[src/rtl/bsg_dmc_pkg.sv]
// Shared definitions for the bsg_dmc user-interface layer.
// app_cmd_e mirrors the Xilinx MIG app_cmd encoding.
package bsg_dmc_pkg;

    typedef enum logic [2:0] {
        e_app_wr = 3'b000,
        e_app_rd = 3'b001
    } app_cmd_e;

endpackage

[src/rtl/bsg_dmc_ui_burst_master.sv]
// Turns whole-burst requests into app_* UI traffic for bsg_dmc and packs
// returned read words into one burst-wide response; one request in flight.
module bsg_dmc_ui_burst_master
    import bsg_dmc_pkg::*;
#(
    parameter int ui_addr_width_p     = 28,
    parameter int ui_data_width_p     = 32,
    parameter int ui_burst_length_p   = 8,
    parameter int burst_data_width_lp = ui_data_width_p * ui_burst_length_p,
    parameter int ui_mask_width_lp    = ui_data_width_p >> 3
) (
    input  logic                                          clk_i,
    input  logic                                          reset_i,
    input  logic                                          init_calib_complete_i,

    input  logic                                          v_i,
    output logic                                          ready_o,
    input  logic [2:0]                                    cmd_i,
    input  logic [ui_addr_width_p-1:0]                    addr_i,
    input  logic [burst_data_width_lp-1:0]                data_i,
    input  logic [ui_mask_width_lp*ui_burst_length_p-1:0] mask_i,

    output logic                                          data_v_o,
    output logic [burst_data_width_lp-1:0]                data_o,
    input  logic                                          yumi_i,

    output logic [ui_addr_width_p-1:0]                    app_addr_o,
    output logic [2:0]                                    app_cmd_o,
    output logic                                          app_en_o,
    input  logic                                          app_rdy_i,
    output logic                                          app_wdf_wren_o,
    output logic [ui_data_width_p-1:0]                    app_wdf_data_o,
    output logic [ui_mask_width_lp-1:0]                   app_wdf_mask_o,
    output logic                                          app_wdf_end_o,
    input  logic                                          app_wdf_rdy_i,
    input  logic                                          app_rd_data_valid_i,
    input  logic [ui_data_width_p-1:0]                    app_rd_data_i,
    input  logic                                          app_rd_data_end_i,

    output logic                                          error_o
);

    localparam int cnt_width_lp        = $clog2(ui_burst_length_p);
    localparam int burst_mask_width_lp = ui_mask_width_lp * ui_burst_length_p;
    localparam logic [cnt_width_lp-1:0] last_cnt_lp = cnt_width_lp'(ui_burst_length_p - 1);

    typedef enum logic [2:0] {
        e_idle,
        e_cmd,
        e_wdata,
        e_rwait,
        e_rdone
    } state_e;

    state_e                           state_q, state_d;
    logic [cnt_width_lp-1:0]          cnt_q, cnt_d;
    logic [2:0]                       cmd_q, cmd_d;
    logic [ui_addr_width_p-1:0]       addr_q, addr_d;
    logic [burst_data_width_lp-1:0]   burst_q, burst_d;
    logic [burst_mask_width_lp-1:0]   mask_q, mask_d;
    logic                             ready_q, ready_d;
    logic                             error_q, error_d;
    logic                             last_word;

    assign last_word = (cnt_q == last_cnt_lp);

    always_comb begin
        state_d = state_q;
        cnt_d   = cnt_q;
        cmd_d   = cmd_q;
        addr_d  = addr_q;
        burst_d = burst_q;
        mask_d  = mask_q;
        error_d = error_q;

        unique case (state_q)
            e_idle: begin
                if (v_i && ready_q) begin
                    cmd_d   = cmd_i;
                    addr_d  = addr_i;
                    burst_d = data_i;
                    mask_d  = mask_i;
                    cnt_d   = '0;
                    if (cmd_i == e_app_wr || cmd_i == e_app_rd) begin
                        state_d = e_cmd;
                    end else begin
                        error_d = 1'b1;
                    end
                end
            end
            e_cmd: begin
                if (app_rdy_i) begin
                    state_d = (cmd_q == e_app_wr) ? e_wdata : e_rwait;
                end
            end
            e_wdata: begin
                if (app_wdf_rdy_i) begin
                    cnt_d = cnt_q + cnt_width_lp'(1);
                    if (last_word) state_d = e_idle;
                end
            end
            e_rwait: begin
                // The write burst register is reused as the read assembly buffer.
                if (app_rd_data_valid_i) begin
                    burst_d[cnt_q*ui_data_width_p +: ui_data_width_p] = app_rd_data_i;
                    cnt_d = cnt_q + cnt_width_lp'(1);
                    if (app_rd_data_end_i != last_word) error_d = 1'b1;
                    if (last_word) state_d = e_rdone;
                end
            end
            e_rdone: begin
                if (yumi_i) state_d = e_idle;
            end
            default: state_d = e_idle;
        endcase

        // Read data arriving outside RWAIT is dropped and flagged.
        if (app_rd_data_valid_i && state_q != e_rwait) error_d = 1'b1;

        ready_d = (state_d == e_idle) && init_calib_complete_i;
    end

    always_ff @(posedge clk_i or posedge reset_i) begin
        if (reset_i) begin
            state_q <= e_idle;
            cnt_q   <= '0;
            cmd_q   <= '0;
            addr_q  <= '0;
            burst_q <= '0;
            mask_q  <= '0;
            ready_q <= 1'b0;
            error_q <= 1'b0;
        end else begin
            state_q <= state_d;
            cnt_q   <= cnt_d;
            cmd_q   <= cmd_d;
            addr_q  <= addr_d;
            burst_q <= burst_d;
            mask_q  <= mask_d;
            ready_q <= ready_d;
            error_q <= error_d;
        end
    end

    assign ready_o        = ready_q;
    assign error_o        = error_q;
    assign app_en_o       = (state_q == e_cmd);
    assign app_addr_o     = addr_q;
    assign app_cmd_o      = cmd_q;
    assign app_wdf_wren_o = (state_q == e_wdata);
    assign app_wdf_end_o  = (state_q == e_wdata) && last_word;
    assign app_wdf_data_o = burst_q[cnt_q*ui_data_width_p +: ui_data_width_p];
    assign app_wdf_mask_o = mask_q[cnt_q*ui_mask_width_lp +: ui_mask_width_lp];
    assign data_v_o       = (state_q == e_rdone);
    assign data_o         = burst_q;

endmodule

[config.mk]
export PLATFORM = sky130hd
export DESIGN_NAME = bsg_dmc_ui_burst_master
export DESIGN_NICKNAME = d
export VERILOG_FILES = /design/src/rtl/bsg_dmc_pkg.sv /design/src/rtl/bsg_dmc_ui_burst_master.sv
export SDC_FILE = /design/constraint.sdc
export NUM_CORES = 1
export LEC_CHECK = 0
export ABC_AREA = 1
export CORE_AREA = 2 2 270 272
export CTS_CLUSTER_SIZE = 16
export DETAILED_ROUTE_END_ITERATION = 6
export DIE_AREA = 0 0 272 274
export MAX_ROUTING_LAYER = met4
export PLACE_DENSITY = 0.55
export SETUP_SLACK_MARGIN = 0.5
export SLEW_MARGIN = 5
export SYNTH_ARGS = -nofsm -noshare
export SYNTH_HDL_FRONTEND = slang
export SYNTH_SLANG_ARGS = --single-unit
[constraint.sdc]
create_clock -name clk_i -period 12.9 [get_ports clk_i]
set_clock_uncertainty 0.2 [all_clocks]
set_input_delay 1.935 -clock clk_i [delete_from_list [all_inputs] [get_ports clk_i]]
set_output_delay 1.935 -clock clk_i [all_outputs]
set_load 0.01 [all_outputs]
# After elaboration in Yosys (flattened, before gate mapping)
# Index checks and enable logic that the tools add are counted.
# totals
regBits,327
input_bits,360
output_inout_bits,329
word_cells,69
# classes
n_addsub,2
eq_ne,15
n_shift,4
n_mux,24
n_reduce_logical,16
# ops
op,count
256-bit two-way mux,2
256-bit case mux with 2 select lines,1
256-bit bitwise mux,1
"32-bit by 34-bit variable shift with 256-bit output, first input constant",1
256-bit by 9-bit variable part select with 32-bit output,1
32-bit by 34-bit variable part select with 256-bit output,1
8-bit negator with 34-bit output,1
3-bit two-way mux,11
32-bit by 6-bit variable part select with 4-bit output,1
3-bit case mux with 5 select lines,1
3-bit logical NOT,4
"3-bit != test, second input constant",4
3-bit case mux with 3 select lines,1
"3-bit by 1-bit == test with 1-bit output, second input constant",2
"3-bit by 2-bit == test with 1-bit output, second input constant",2
"3-bit == test, second input constant",2
1-bit two-way mux,6
3-bit nonzero test,2
5-bit AND reduction,1
1-bit logical AND,4
"2-bit != test, second input constant",2
4-bit AND reduction,1
"3-bit by 1-bit adder with 3-bit output, second input constant",1
"3-bit by 2-bit != test with 1-bit output, second input constant",1
other kinds (7),7

# Logic depth before layout (Yosys ltp)
# Gate-level depths: netlist of the first run.
# depth
depth_word,7
depth_mapped,16
ltp_nobuf,12

# Least setup slack after synthesis of the first run
# No wires, ideal clock.
# synth_path
path_type,reg-to-output
from,register cnt_q[0]
to,output app_wdf_data_o[4]
arrival_time_ps,1483
t_required_ps,10765
path_slack_ps,9282
stages_incl_launch_ff,9
n_path_buf,3
path_cell_list,dfrtp_1 inv_2 buf_2 buf_2 clkbuf_1 nor2_1 o22ai_1 nand2_1 nand2_1
# synth_between
elab_chain_len,1
# synth_rtl
item,line_no,text
"start, declared",bsg_dmc_ui_burst_master.sv:56,"logic [cnt_width_lp-1:0] cnt_q, cnt_d;"
"start signal, assigned",bsg_dmc_ui_burst_master.sv:135,cnt_q <= cnt_d;
256-bit by 9-bit variable part select with 32-bit output,bsg_dmc_ui_burst_master.sv:152,assign app_wdf_data_o = burst_q[cnt_q*ui_data_width_p +: ui_data_width_p];
"end, declared",bsg_dmc_ui_burst_master.sv:32,"output logic [ui_data_width_p-1:0] app_wdf_data_o,"
# No other way between the ends.

# Final worst setup path of the first run
# layout_path
from,register cnt_q[0]
to,output app_wdf_data_o[1]
# The elaborated chain is that of the path after synthesis.

==> results of run 1 <==
## worst max-delay path, delay by kind of cell (launching register included)
family | cells | cell delay [ps]
and+or+nand+nor | 2 | 210
DFF | 1 | 680
AOI/OAI and AO/OA | 2 | 660
buffers and inverters | 3 | 2010
## flip-flops by register name, summed over array words and instances, names as in the netlist
register    cells
app_cmd_o       3
mask_q         32
cnt_q           3
data_o        256
ready_o         1
state_q         3
error_o         1
app_addr_o     28
## cell usage in the layout (no fill, tap or decap), types with 2 or more instances in the layout
cell             count
ha_1                 6
clkbuf_8            11
nand3_1            164
o22ai_1             64
dfrtp_2              2
bufinv_16            9
clkdlybuf4s50_1    688
clkinv_2             7
clkinvlp_4           3
nor2_1             245
nand2_4              2
nor2_4               8
nand2_1           1658
inv_8                2
a21oi_2              3
clkbuf_1             2
clkbuf_16           43
inv_2                4
nand2_2              3
a21oi_1             13
nand3_2              2
buf_4               36
inv_1               42
o21ai_0            240
dfrtp_1            324
diode_2             25
## kinds of logic (layout without fill, tap and decap cells)
kind of cell / Yosys count / count (layout) / share of synthesized area
compound gates: 321 / 321 / 0.0878
other cells: 0 / 25 / 0
flops: 327 / 327 / 0.425
xor+xnor: 1 / 1 / 0.000455
buf+inv: 256 / 852 / 0.0609
simple gates: 2085 / 2085 / 0.422
fa+ha+maj: 6 / 6 / 0.00390
## through the flow
stage | total power [W] | instances | setup WS, ps | hold WS [ps] | cell area, um2
3_3_place_gp | 0.00600 | 4473 | 7130 | 256 | 26700
4_1_cts | 0.00744 | 4551 | 6470 | 274 | 28300
6_report | 0.00741 | 4576 | 6540 | 273 | 28300
3_5_place_dp | 0.00602 | 4473 | 7120 | 257 | 26700
2_1_floorplan | 0.00378 | 2996 | 1710 | 244 | 19300
5_1_grt | 0.00784 | 4575 | 6360 | 291 | 28300
## path summary, 6_finish.rpt
check	from	to	slack, ps
worst max-delay path	cnt_q[0]$_DFFE_PP0P_	app_wdf_data_o[1]	6540
worst min register to register	error_o$_DFFE_PP0P_	error_o$_DFFE_PP0P_	270
min in group asynchronous	reset_i	app_addr_o[1]$_DFFE_PP0P_	1630
worst max register to register	cnt_q[0]$_DFFE_PP0P_	data_o[21]$_DFFE_PP0P_	7570
worst min-delay path	error_o$_DFFE_PP0P_	error_o$_DFFE_PP0P_	270
max in group asynchronous	reset_i	data_o[231]$_DFFE_PP0P_	8560
## cell type report
| class | count | area [um2] | share of cell area |
|---|---|---|---|
| Tap cell | 959 | 1200 | 0.0423 |
| Antenna cell | 25 | 62.6 | 0.00221 |
| Clock inverter | 22 | 383 | 0.0135 |
| Timing Repair Buffer | 724 | 7160 | 0.252 |
| Sequential cell | 327 | 8190 | 0.289 |
| Multi-Input combinational cell | 2413 | 9920 | 0.350 |
| Inverter | 50 | 205 | 0.00724 |
| Clock buffer | 56 | 1230 | 0.0436 |
## power groups by stage
stage / logic (W) / clock network (W) / registers [W]
2_1_floorplan: 0.00180 / 0 / 0.00199
3_3_place_gp: 0.00401 / 0 / 0.00199
3_5_place_dp: 0.00404 / 0 / 0.00198
4_1_cts: 0.00406 / 0.00141 / 0.00197
5_1_grt: 0.00436 / 0.00145 / 0.00202
6_report: 0.00404 / 0.00139 / 0.00198
## layer usage
layer  wire [um]  GRT usage  vias up
li1            -          -    10600
met1       44400      0.352    10800
met2       59000      0.545     1091
met3        8050     0.0591      228
met4        7240      0.173        0
met5           0          -        -
==> results.json, run 1 <==
{
  "status": "complete, no violations",
  "cts_tree": "yes",
  "hpwl_um": 88600,
  "start_util": 0.268,
  "synth.cell_area_um2": 19300,
  "grt_pass1_vias": 22200,
  "track_usage": 0.319,
  "critPathCaptureType": "primary output",
  "critical_path_class": "flop to primary output",
  "slowest_stage": "buf_4",
  "postRouteAntennaNets": 0,
  "setup_viol": 0,
  "grt_max_degree": 114,
  "power_density_nw_per_um2": 261,
  "power_frac_comb": 0.545,
  "synth_top_area_cell": "dfrtp_1",
  "post_cts_resized": 0,
  "synth_ff_type": "dfrtp_1",
  "vdd_drop_max_v": 0.000136,
  "max_slew.worst_pin.slew_ps": 1180,
  "io_buffers": 688,
  "cts.reportedPaths.clkPinSlew_ps": 60,
  "yosysWarnings": 0,
  "slew_viol_final": 0,
  "crit_arrival_ps": 4230,
  "drtIter0Drc": 2140,
  "worstRegToRegCells": 12,
  "p_int_w": 0.00394,
  "synth_top_area_frac": 0.425,
  "drive_above_1_share": 0.0395,
  "hold_depth": 1,
  "vias_per_cell": 4.97,
  "drt_first_pass_iters": 6,
  "fin_nets": 3925,
  "start_kind": "flop",
  "cts_buffer_depth": 3,
  "fillers": 7756,
  "ys_types": 25,
  "swShare": 0.468,
  "relSlewSlack": 0.212,
  "crit_chain": "inv_4, buf_4, o21ai_0, o22ai_1, nand2_1, nand2_1, clkdlybuf4s50_1",
  "drc": 0,
  "dieArea_um2": 74500,
  "fmax_mhz": 157,
  "synth_seq_cells": 327,
  "fp.dieH_um": 274,
  "fp.dieW_um": 272,
  "synthCells": 2996,
  "area_growth_pct": 47.2,
  "routabilityCongestion": 0.962,
  "synth_most_common_cell": "nand2_1",
  "h-tree-depth": 2,
  "gr-total-overflow": 0,
  "post-cts-setup-buffers": 0,
  "synthesis.nets": 3362,
  "period_share": 0.493,
  "ioPinCount": 689,
  "antenna_found_initial": 25,
  "rows": 99,
  "cellLeakagePower_nw": 13.8,
  "post-route-util": 0.394,
  "clockPowerShare": 0.188,
  "min_period_ps": 6360,
  "maxCapViolCount": 0,
  "fin_tns_setup_ps": 0,
  "p_seq_frac": 0.267,
  "crit_top_cell": "nand2_1",
  "synth_commonest_cells": "nand2_1, dfrtp_1, nor2_1, o21ai_0, nand3_1",
  "grt_pass1_wl_um": 166000,
  "vias": 22700,
  "cpPeakStageDelay_ps": 800,
  "async_flop_share": 1.00,
  "insertion_delay_ps": 600,
  "root_buffer": "clkbuf_16",
  "cts_buffers": 43,
  "hp-class": "flop to flop",
  "wl_per_cell_um": 25.9,
  "core_um2": 72000,
  "worst-path-max-fanout": 78,
  "rsz0062_at_grt": "false",
  "clock_sinks": 327,
  "synth_edf_count": 0,
  "synthTopCellsByArea": "dfrtp_1, nand2_1, o21ai_0",
  "finalHoldViolations": 0,
  "yosysSeqAreaShare": 0.425,
  "hold_buffers": 0,
  "cp.required_ps": 10760,
  "postRouteWirelength_um": 119000,
  "syn_avg_cell_area_um2": 6.43,
  "p_switching_w": 0.00347
}
No activity file was read; power rests on OpenSTA's default activity.
==> run 2: changes to the inputs <==
Settings changed: CORE_AREA 2 2 270 272 to 2 2 267 269, DIE_AREA 0 0 272 274 to 0 0 269 271, PLACE_DENSITY 0.55 to 0.58.
Clock period 12.9 ns to 5.11 ns, I/O delays scaled along.
==> run 2 against run 1 <==
Wire length is 7.1% higher. Count of clock-buffer cells in the layout rose by 3. Cell count is 0.96% lower. Total power grew to 2.6 times the previous value. First-iteration DRC count grew 60%. Register-to-register slack worse by 6200 ps. Worst hold slack about the same. Global-route usage grew 2.9 points. Largest cell class unchanged. Setup slack worse by 5900 ps. Sequential power rose to 2.9 times the previous value.
==> results.json, run 2 (same netlist as run 1, synthesis figures left out) <==
{
  "dieArea_um2": 72900,
  "track_usage": 0.348,
  "drc": 0,
  "p_seq_frac": 0.298,
  "p_int_w": 0.00970,
  "critical_path_class": "flop to primary output",
  "ioPinCount": 689,
  "critPathCaptureType": "primary output",
  "grt_max_degree": 186,
  "cts.reportedPaths.clkPinSlew_ps": 60,
  "maxCapViolCount": 0,
  "crit_arrival_ps": 3510,
  "cellLeakagePower_nw": 13.7,
  "start_util": 0.276,
  "hold_buffers": 0,
  "multi_input_area_um2": 9920,
  "drt_first_pass_iters": 6,
  "whs_ps": 273,
  "post_cts_resized": 0,
  "antenna_found_initial": 8,
  "gr-total-overflow": 0,
  "start_kind": "flop",
  "cp.required_ps": 4140,
  "seq_area_um2": 8190,
  "postRouteWirelength_um": 127000,
  "drive_above_1_share": 0.0357,
  "vias": 23200,
  "min_period_ps": 4480,
  "period_share": 0.876,
  "grt_pass1_wl_um": 172000,
  "finalHoldViolations": 0,
  "h-tree-depth": 2,
  "layout_common_cells": "nand2_1, clkdlybuf4s50_1, dfrtp_1",
  "fin_nets": 3923,
  "insertion_delay_ps": 580,
  "wl_per_cell_um": 28.0,
  "layout_commonest_cell": "nand2_1",
  "max_slew.worst_pin.slew_ps": 1130,
  "postRouteAntennaNets": 0,
  "rsz0062_at_grt": "false",
  "clock_sinks": 327,
  "power_frac_comb": 0.535,
  "p_switching_w": 0.00948,
  "hpwl_um": 100000,
  "fp.dieW_um": 269,
  "fp.dieH_um": 271,
  "vdd_drop_max_v": 0.000278,
  "cts_buffer_depth": 3,
  "cts_buffers": 42,
  "core_um2": 69800,
  "fmax_mhz": 223,
  "status": "complete, no violations",
  "fin_tns_setup_ps": 0,
  "drtIter0Drc": 3423,
  "relSlewSlack": 0.246,
  "fillers": 7474,
  "area_growth_pct": 46.1,
  "setup_viol": 0,
  "rows": 97,
  "post-cts-setup-buffers": 0,
  "root_buffer": "clkbuf_16",
  "clockPowerShare": 0.167,
  "largest_reg_flops": 256,
  "swShare": 0.494,
  "cts_tree": "yes",
  "hp-class": "flop to flop",
  "grt_pass1_vias": 21700,
  "power_density_nw_per_um2": 682,
  "vias_per_cell": 5.12,
  "slew_viol_final": 0,
  "worst-path-max-fanout": 80,
  "io_buffers": 688,
  "routabilityCongestion": 0.977
}
run 2: changes by cell type in the layout (fill, tap and decap cells not counted), moves of 3 or more:
cell and delta:
bufinv_16 -3, clkinv_2 -3, clkbuf_8 -5, buf_12 +4
clkbuf_1 +8, diode_2 -20, buf_4 -5
run 2: layout make-up:
cell class	instances	share of cell area
Multi-Input combinational cell	2413	0.353
Timing Repair Buffer	723	0.256
Sequential cell	327	0.291
Clock inverter	15	0.00854
Antenna cell	5	0.000445
Clock buffer	59	0.0425
Inverter	50	0.00716
Tap cell	940	0.0418
run 2: per-layer routing:
layer / wire [um] / GRT usage / share of wire / up-vias
met2: 56300 / 0.515 / 0.44 / 1381
met4: 6300 / 0.150 / 0.050 / 0
met3: 10800 / 0.0491 / 0.085 / 213
li1: - / - / - / 10500
met5: 0 / - / 0 / -
met1: 53700 / 0.474 / 0.42 / 11100
run 2: critical path, cell delays in order, from the launching register on:
cell             delay, ps
dfrtp_2                360
buf_4                  670
o21ai_0                370
o22ai_1                670
nand2_1                120
nand2_1                 90
clkdlybuf4s50_1        600
run 2: power by group through the flow:
stage	combinational (W)	sequential (W)	clock, W
after CTS	0.0102	0.00559	0.00323
final	0.0103	0.00571	0.00320
after global routing	0.0110	0.00572	0.00333
after floorplan	0.00453	0.00502	0
after global placement	0.0101	0.00566	0
after detailed placement	0.0102	0.00561	0
run 2: worst paths after layout:
check | start | to | slack [ps] | depth (start not counted)
setup / recovery | cnt_q[1]$_DFFE_PP0P_ | app_wdf_data_o[18] | 630 | 6
hold / removal | error_o$_DFFE_PP0P_ | error_o$_DFFE_PP0P_ | 270 | 1
setup reg to reg | cnt_q[0]$_DFFE_PP0P_ | data_o[208]$_DFFE_PP0P_ | 1380 | 13
hold reg to reg | error_o$_DFFE_PP0P_ | error_o$_DFFE_PP0P_ | 270 | 1
max in group asynchronous | reset_i | data_o[87]$_DFFE_PP0P_ | 3160 | 3
min in group asynchronous | reset_i | data_o[164]$_DFFE_PP0P_ | 280 | 2
run 2: metrics by stage:
step / setup slack, ps / instances / instance area, um2 / total power (W) / util
2_1_floorplan: -221 / 2996 / 19300 / 0.00955 / -
3_3_place_gp: 1290 / 4453 / 26700 / 0.0157 / 0.382
3_5_place_dp: 1320 / 4453 / 26700 / 0.0158 / 0.382
4_1_cts: 686 / 4527 / 28100 / 0.0190 / 0.403
5_1_grt: 517 / 4531 / 28100 / 0.0200 / 0.403
6_report: 634 / 4532 / 28100 / 0.0192 / 0.403
